===== src/rtl/csr_pkg.sv =====
// Shared definitions for the machine-mode CSR unit: CSR addresses, funct3 encodings,
// trap causes, write masks and the FSM state type.
package csr_pkg;

  localparam logic [11:0] CsrMstatus   = 12'h300;
  localparam logic [11:0] CsrMisa      = 12'h301;
  localparam logic [11:0] CsrMie       = 12'h304;
  localparam logic [11:0] CsrMtvec     = 12'h305;
  localparam logic [11:0] CsrMscratch  = 12'h340;
  localparam logic [11:0] CsrMepc      = 12'h341;
  localparam logic [11:0] CsrMcause    = 12'h342;
  localparam logic [11:0] CsrMtval     = 12'h343;
  localparam logic [11:0] CsrMip       = 12'h344;
  localparam logic [11:0] CsrMcycle    = 12'hB00;
  localparam logic [11:0] CsrMinstret  = 12'hB02;
  localparam logic [11:0] CsrMcycleh   = 12'hB80;
  localparam logic [11:0] CsrMinstreth = 12'hB82;
  localparam logic [11:0] CsrCycle     = 12'hC00;
  localparam logic [11:0] CsrInstret   = 12'hC02;
  localparam logic [11:0] CsrCycleh    = 12'hC80;
  localparam logic [11:0] CsrInstreth  = 12'hC82;
  localparam logic [11:0] CsrMhartid   = 12'hF14;

  localparam logic [2:0] F3Priv = 3'b000;
  localparam logic [2:0] F3Rw   = 3'b001;
  localparam logic [2:0] F3Rs   = 3'b010;
  localparam logic [2:0] F3Rc   = 3'b011;
  localparam logic [2:0] F3Rwi  = 3'b101;
  localparam logic [2:0] F3Rsi  = 3'b110;
  localparam logic [2:0] F3Rci  = 3'b111;

  localparam logic [31:0] CauseIllegal = 32'd2;
  localparam logic [31:0] CauseBreak   = 32'd3;
  localparam logic [31:0] CauseEcall   = 32'd11;

  localparam logic [31:0] MstatusWmask = 32'h0000_0088;
  localparam logic [31:0] MieWmask     = 32'h0000_0888;

  localparam logic [31:0] InstrEcall  = 32'h0000_0073;
  localparam logic [31:0] InstrEbreak = 32'h0010_0073;

  typedef enum logic [1:0] {IDLE, READ, WRITE} state_e;

endpackage


===== src/rtl/csr_counter64.sv =====
// 64-bit free-running counter; a write to either half overrides that cycle's increment.
module csr_counter64 (
  input  logic        clk,
  input  logic        reset,
  input  logic        inc,
  input  logic        wr_lo,
  input  logic        wr_hi,
  input  logic [31:0] wdata,
  output logic [63:0] q
);

  always_ff @(posedge clk or posedge reset) begin
    if (reset) begin
      q <= '0;
    end else if (wr_lo) begin
      q <= {q[63:32], wdata};
    end else if (wr_hi) begin
      q <= {wdata, q[31:0]};
    end else if (inc) begin
      q <= q + 64'd1;
    end
  end

endmodule


===== src/rtl/csr_unit.sv =====
// Machine-mode CSR execution unit: CSRRx read-modify-write, counters, ECALL/EBREAK/illegal
// traps. Three-state FSM, one op per three cycles, done two cycles after acceptance.
module csr_unit
  import csr_pkg::*;
#(
  parameter int unsigned HART_ID     = 0,
  parameter logic [31:0] RESET_MTVEC = 32'h0000_0000,
  parameter logic [31:0] MISA_VALUE  = 32'h4000_0100
) (
  input  logic        clk,
  input  logic        reset,
  input  logic        valid,
  input  logic [31:0] instr,
  input  logic [31:0] rs1_data,
  input  logic [31:0] pc,
  input  logic        instret_inc,
  output logic        busy,
  output logic        done,
  output logic [4:0]  rd_sel,
  output logic [31:0] rd_data,
  output logic        rd_we,
  output logic        trap,
  output logic [31:0] trap_pc
);

  state_e      state_q;
  logic [31:0] instr_q, rs1_q, pc_q, old_q, cause_q, tval_q;
  logic        wen_q;
  logic        mie_bit_q, mpie_bit_q;
  logic [31:0] mie_q, mtvec_q, mscratch_q, mepc_q, mcause_q, mtval_q;
  logic [63:0] mcycle, minstret;

  logic [11:0] csr_addr;
  logic [2:0]  f3;
  logic [4:0]  uimm;
  logic [31:0] src, rdata, new_val, mstatus_rd, mstatus_wr;
  logic        known, is_csr_op, wr_attempt, is_ecall, is_ebreak, illegal, take_trap, commit;

  assign csr_addr   = instr_q[31:20];
  assign f3         = instr_q[14:12];
  assign uimm       = instr_q[19:15];
  assign rd_sel     = instr_q[11:7];
  assign src        = f3[2] ? {27'b0, uimm} : rs1_q;
  assign is_csr_op  = (f3 != F3Priv) && (f3 != 3'b100);
  // Set/clear with a zero operand field is a pure read and never counts as a write.
  assign wr_attempt = is_csr_op && (f3[1:0] == 2'b01 || uimm != 5'd0);
  assign is_ecall   = (instr_q == InstrEcall);
  assign is_ebreak  = (instr_q == InstrEbreak);
  assign illegal    = is_csr_op ? (!known || (wr_attempt && csr_addr[11:10] == 2'b11))
                                : !(is_ecall || is_ebreak);
  assign take_trap  = illegal || is_ecall || is_ebreak;
  assign commit     = (state_q == WRITE) && wen_q;
  assign mstatus_rd = {19'b0, 2'b11, 3'b0, mpie_bit_q, 3'b0, mie_bit_q, 3'b0};
  assign mstatus_wr = new_val & MstatusWmask;

  always_comb begin
    rdata = '0;
    known = 1'b1;
    case (csr_addr)
      CsrMstatus:                rdata = mstatus_rd;
      CsrMisa:                   rdata = MISA_VALUE;
      CsrMie:                    rdata = mie_q;
      CsrMtvec:                  rdata = mtvec_q;
      CsrMscratch:               rdata = mscratch_q;
      CsrMepc:                   rdata = mepc_q;
      CsrMcause:                 rdata = mcause_q;
      CsrMtval:                  rdata = mtval_q;
      CsrMip:                    rdata = '0;
      CsrMcycle, CsrCycle:       rdata = mcycle[31:0];
      CsrMinstret, CsrInstret:   rdata = minstret[31:0];
      CsrMcycleh, CsrCycleh:     rdata = mcycle[63:32];
      CsrMinstreth, CsrInstreth: rdata = minstret[63:32];
      CsrMhartid:                rdata = 32'(HART_ID);
      default:                   known = 1'b0;
    endcase
  end

  always_comb begin
    new_val = old_q;
    case (f3)
      F3Rw, F3Rwi: new_val = src;
      F3Rs, F3Rsi: new_val = old_q | src;
      F3Rc, F3Rci: new_val = old_q & ~src;
      default:     new_val = old_q;
    endcase
  end

  csr_counter64 u_mcycle (
    .clk   (clk),
    .reset (reset),
    .inc   (1'b1),
    .wr_lo (commit && csr_addr == CsrMcycle),
    .wr_hi (commit && csr_addr == CsrMcycleh),
    .wdata (new_val),
    .q     (mcycle)
  );

  csr_counter64 u_minstret (
    .clk   (clk),
    .reset (reset),
    .inc   (instret_inc),
    .wr_lo (commit && csr_addr == CsrMinstret),
    .wr_hi (commit && csr_addr == CsrMinstreth),
    .wdata (new_val),
    .q     (minstret)
  );

  always_ff @(posedge clk or posedge reset) begin
    if (reset) begin
      state_q <= IDLE;
      instr_q <= '0;
      rs1_q   <= '0;
      pc_q    <= '0;
      old_q   <= '0;
      cause_q <= '0;
      tval_q  <= '0;
      wen_q   <= 1'b0;
      busy    <= 1'b0;
      done    <= 1'b0;
      rd_data <= '0;
      rd_we   <= 1'b0;
      trap    <= 1'b0;
      trap_pc <= '0;
    end else begin
      case (state_q)
        IDLE: begin
          if (valid) begin
            instr_q <= instr;
            rs1_q   <= rs1_data;
            pc_q    <= pc;
            busy    <= 1'b1;
            state_q <= READ;
          end
        end
        READ: begin
          old_q   <= rdata;
          wen_q   <= wr_attempt && !take_trap;
          cause_q <= is_ecall ? CauseEcall : (is_ebreak ? CauseBreak : CauseIllegal);
          tval_q  <= is_ecall ? 32'd0 : (is_ebreak ? pc_q : instr_q);
          done    <= 1'b1;
          trap    <= take_trap;
          rd_we   <= !take_trap && (rd_sel != 5'd0);
          rd_data <= take_trap ? 32'd0 : rdata;
          trap_pc <= take_trap ? {mtvec_q[31:2], 2'b00} : 32'd0;
          state_q <= WRITE;
        end
        WRITE: begin
          busy    <= 1'b0;
          done    <= 1'b0;
          rd_we   <= 1'b0;
          trap    <= 1'b0;
          trap_pc <= '0;
          rd_data <= '0;
          state_q <= IDLE;
        end
        default: state_q <= IDLE;
      endcase
    end
  end

  always_ff @(posedge clk or posedge reset) begin
    if (reset) begin
      mie_bit_q  <= 1'b0;
      mpie_bit_q <= 1'b0;
      mie_q      <= '0;
      mtvec_q    <= {RESET_MTVEC[31:2], 2'b00};
      mscratch_q <= '0;
      mepc_q     <= '0;
      mcause_q   <= '0;
      mtval_q    <= '0;
    end else if (state_q == WRITE) begin
      if (trap) begin
        mepc_q     <= {pc_q[31:2], 2'b00};
        mcause_q   <= cause_q;
        mtval_q    <= tval_q;
        mpie_bit_q <= mie_bit_q;
        mie_bit_q  <= 1'b0;
      end else if (wen_q) begin
        case (csr_addr)
          CsrMstatus: begin
            mie_bit_q  <= mstatus_wr[3];
            mpie_bit_q <= mstatus_wr[7];
          end
          CsrMie:      mie_q      <= new_val & MieWmask;
          CsrMtvec:    mtvec_q    <= {new_val[31:2], 2'b00};
          CsrMscratch: mscratch_q <= new_val;
          CsrMepc:     mepc_q     <= {new_val[31:2], 2'b00};
          CsrMcause:   mcause_q   <= new_val;
          CsrMtval:    mtval_q    <= new_val;
          default: ;
        endcase
      end
    end
  end

endmodule

===== config.mk =====
export PLATFORM = sky130hd
export DESIGN_NAME = csr_unit
export DESIGN_NICKNAME = d
export VERILOG_FILES = /design/src/rtl/csr_pkg.sv /design/src/rtl/csr_counter64.sv /design/src/rtl/csr_unit.sv
export SDC_FILE = /design/constraint.sdc
export NUM_CORES = 1
export LEC_CHECK = 0
export ABC_CLOCK_PERIOD_IN_PS = 21600
export BUFFER_PORTS_ARGS = -buffer_cell sky130_fd_sc_hd__buf_2
export CORE_ASPECT_RATIO = 1.25
export CORE_UTILIZATION = 50
export CTS_BUF_LIST = sky130_fd_sc_hd__clkbuf_4 sky130_fd_sc_hd__clkbuf_8
export CTS_CLUSTER_DIAMETER = 40
export CTS_CLUSTER_SIZE = 20
export DETAILED_ROUTE_END_ITERATION = 8
export HOLD_SLACK_MARGIN = 0.1
export PLACE_DENSITY = 0.75
export SLEW_MARGIN = 20
export SYNTH_ARGS = -nofsm -noshare
export SYNTH_HDL_FRONTEND = slang
export SYNTH_SLANG_ARGS = --single-unit

===== constraint.sdc =====
create_clock -name clk -period 21.6 [get_ports clk]
set_input_delay 1.08 -clock clk [delete_from_list [all_inputs] [get_ports clk]]
set_output_delay 1.08 -clock clk [all_outputs]
set_load 0.01 [all_outputs]

==> impl_metrics.py <==
metrics = {
    "worst_setup_path": {
        "rrSetupSlack_ns": 17.80,
        "r2r-start": "instr_q[21]",
        "r2r-end": "mcause_q[26]",
        "critical_path_arrival_ns": 4.39,
        "reg2reg_depth": 5,
        "path_max_fanout": 76,
        "critPathLaunchType": "flop",
        "cp-end-kind": "flop",
        "cp.required_ns": 22.18,
        "critical_path_class": "reg -> reg",
    },
    "yosys": {
        "seq_area_frac_synth_pct": 49.69,
        "yosysTopAreaCellShare_pct": 49.69,
        "avgSynthCellArea_um2": 10.19,
        "yosysWarningCount": 0,
        "synth_area_um2": 26240,
        "syn_inst": 2576,
        "synth_top_area_cell": "dfrtp_1",
        "synth-async-reset-ratio_pct": 100.0,
        "synth_edf_count": 0,
        "synth_area_leaders": "dfrtp_1 50%, mux2_2 5.7%, o21ai_0 5.1%",
        "yosysUniqueCellTypes": 86,
        "synth-seq-cells": 521,
        "synth_ff_type": "dfrtp_1",
        "synth_most_common_cell": "dfrtp_1",
        "yosys-top-cells-count": "521 x dfrtp_1, 280 x nand2_1, 267 x o21ai_0",
    },
    "timing": {
        "post-route-period-util_pct": 17.61,
        "finalCriticalPeriod_ns": 3.804,
        "final-hold-violation-count": 0,
        "skew_ns": 0.05444,
        "timing.fmax_ghz": 0.2629,
        "max_slew.worst_pin.slew_ns": 1.307,
        "fin_tns_setup_ns": 0,
        "final_max_slew_viol_count": 0,
        "rsz0062_at_grt": "false",
        "relSlewSlack_pct": 12.88,
        "setup_violations": 0,
    },
    "flow_run": {
        "maxCapViolCount": 0,
    },
    "grt": {
        "grt_pass1_wl_mm": 141.0,
        "grt_pass1_vias": 22125,
        "grt_max_degree": 175,
        "grtUsageTotal_pct": 35.85,
        "grt-ovfl-total": 0,
        "antenna_found_initial": 6,
    },
    "floorplanning": {
        "die_h_um": 258.1,
        "pin_count": 173,
        "num_rows": 93,
        "dieWidth_um": 206.9,
        "core_um2": 51660,
        "start_util_pct": 50.79,
        "dieArea_um2": 53410,
    },
    "detailed_routing": {
        "drc": 0,
        "via_per_inst": 6.679,
        "detail_route.first_pass.iterations": 9,
        "drt-initial-drc-count": 2564,
        "ant_nets": 0,
        "vias": 22707,
        "wl_per_cell_um": 27.69,
        "wl_mm": 94.14,
    },
    "power_and_ir_drop": {
        "power_switching_mw": 1.717,
        "p_clk_share_pct": 21.8,
        "switching_share_pct": 45.00,
        "leakagePower_nw": 12.60,
        "finalPower_mw": 3.815,
        "power.internal_mw": 2.098,
        "combPwrFrac_pct": 40.8,
        "vdd_drop_max_uv": 171.1,
        "seqPwrFrac_pct": 37.4,
        "power_per_cell_area_nw_per_um2": 130.3,
    },
    "placed_design": {
        "gp_congestion": 0.9932,
        "dp_hpwl_mm": 64.77,
        "port_buffers": 170,
    },
    "clocking": {
        "cts_buffers": 66,
        "cts_root_buf": "clkbuf_8",
        "clkSlewWorstSetupHoldPaths_ns": 0.09,
        "cts_sinks": 521,
        "post_cts_buffers": 0,
        "cts_buffer_depth": 3,
        "cts.repair.resized": 0,
        "cts_tree": "done",
        "clk_latency_ns": 0.69,
        "ctsHoldBuffers": 0,
        "htree_levels": 3,
    },
    "min_path": {
        "hold_class": "reg -> reg",
        "hold_path_depth": 1,
        "holdCritStartpoint": "cause_q[1]",
        "hold_path_end": "cause_q[1]",
    },
    "layout": {
        "n_fill_cell": 4465,
        "final_nets": 2788,
        "area_growth_pct": 11.56,
        "drive_above_1_share_pct": 21.19,
    },
    "status": {
        "status": "complete, no violations",
    },
}
-- cell type report --
type	count	area, um^2	share of cell area, %
Tap cell	665	832.0	2.842
Antenna cell	2	5.005	0.01710
Sequential cell	521	13050	44.56
Multi-Input combinational cell	1828	12410	42.40
Inverter	39	155.1	0.5300
Clock inverter	46	531.8	1.817
Timing Repair Buffer	226	1320	4.509
Clock buffer	73	973.4	3.325
-- cell usage in the layout, fill, tap and decap left out, types with 35 or more instances in the layout --
cell and instances:
clkbuf_8 68, mux2i_1 56, nand4_1 54, nor2_1 123
buf_4 52, dfrtp_1 517, nand2_1 278, o21ai_0 266
buf_2 170, mux2_2 133, a22o_1 64, a22oi_1 36
a21oi_1 162, nor2b_1 35, inv_1 37, nand3_1 74
mux4_2 40
-- critical path, stage by stage (launching register included) --
cell	delay, ns
dfrtp_2	0.37
buf_4	0.79
or4b_4	0.69
nor3b_1	0.54
nand2_1	0.79
o21ai_0	0.46
-- layer usage --
| metal | part of all wire, % | track usage [%] | vias up |
|---|---|---|---|
| li1 | - | - | 9749 |
| met4 | 8.8 | 27.23 | 2 |
| met5 | 0.012 | 0 | - |
| met1 | 36 | 45.29 | 11261 |
| met3 | 9.1 | 6.159 | 348 |
| met2 | 46 | 54.82 | 1347 |
-- how the worst max path moves through the flow --
stage | start | end | slack, ns | cells past startpoint
floorplan | reset | busy | 5.96 | 1
global placement | reset | instr_q[20] | 17.85 | 4
detailed placement | reset | instr_q[20] | 17.77 | 4
CTS | instr_q[21] | mcause_q[26] | 17.92 | 5
global route | instr_q[21] | mcause_q[16] | 17.68 | 5
finish | instr_q[21] | mcause_q[26] | 17.80 | 5
-- per-stage QoR --
stage	instance area (um^2)	hold slack (ns)	utilization, %	setup slack (ns)	instances
2_1_floorplan	26240	0.4366	-	5.965	2577
3_3_place_gp	27710	0.4489	53.63	17.85	3277
3_5_place_dp	27710	0.4559	53.64	17.77	3277
4_1_cts	29220	0.4752	56.55	17.92	3396
5_1_grt	29270	0.4951	56.66	17.68	3399
6_report	29270	0.4736	56.66	17.80	3400
-- power groups by stage --
stage                     registers, mW  clock network, mW  logic [mW]
after floorplan                    1.33                  0       0.921
after global placement             1.43                  0        1.46
after detailed placement           1.44                  0        1.49
after CTS                          1.42              0.843        1.50
after global routing               1.45              0.880        1.61
final                              1.43              0.832        1.56
-- logic make-up after synthesis --
logic type,count (synthesis),synth area share (%)
fa+ha+maj,6,0.2861
compound gates,729,17.60
mux,229,11.28
simple gates,816,16.07
flops,521,49.69
xor+xnor,46,1.535
buf+inv,228,3.538
other cells,1,0.01429
-- registers in the layout, indices dropped and copies added, names as in the netlist, 3 cells and up --
register,cells
instr_q,32
mscratch_q,32
pc_q,32
mtval_q,32
rd_data,32
mtvec_q,30
trap_pc,30
old_q,32
mie_q,3
u_minstret.q,64
cause_q,3
tval_q,32
mepc_q,30
u_mcycle.q,64
mcause_q,32
rs1_q,32
Power figures use the tool's default switching activity.
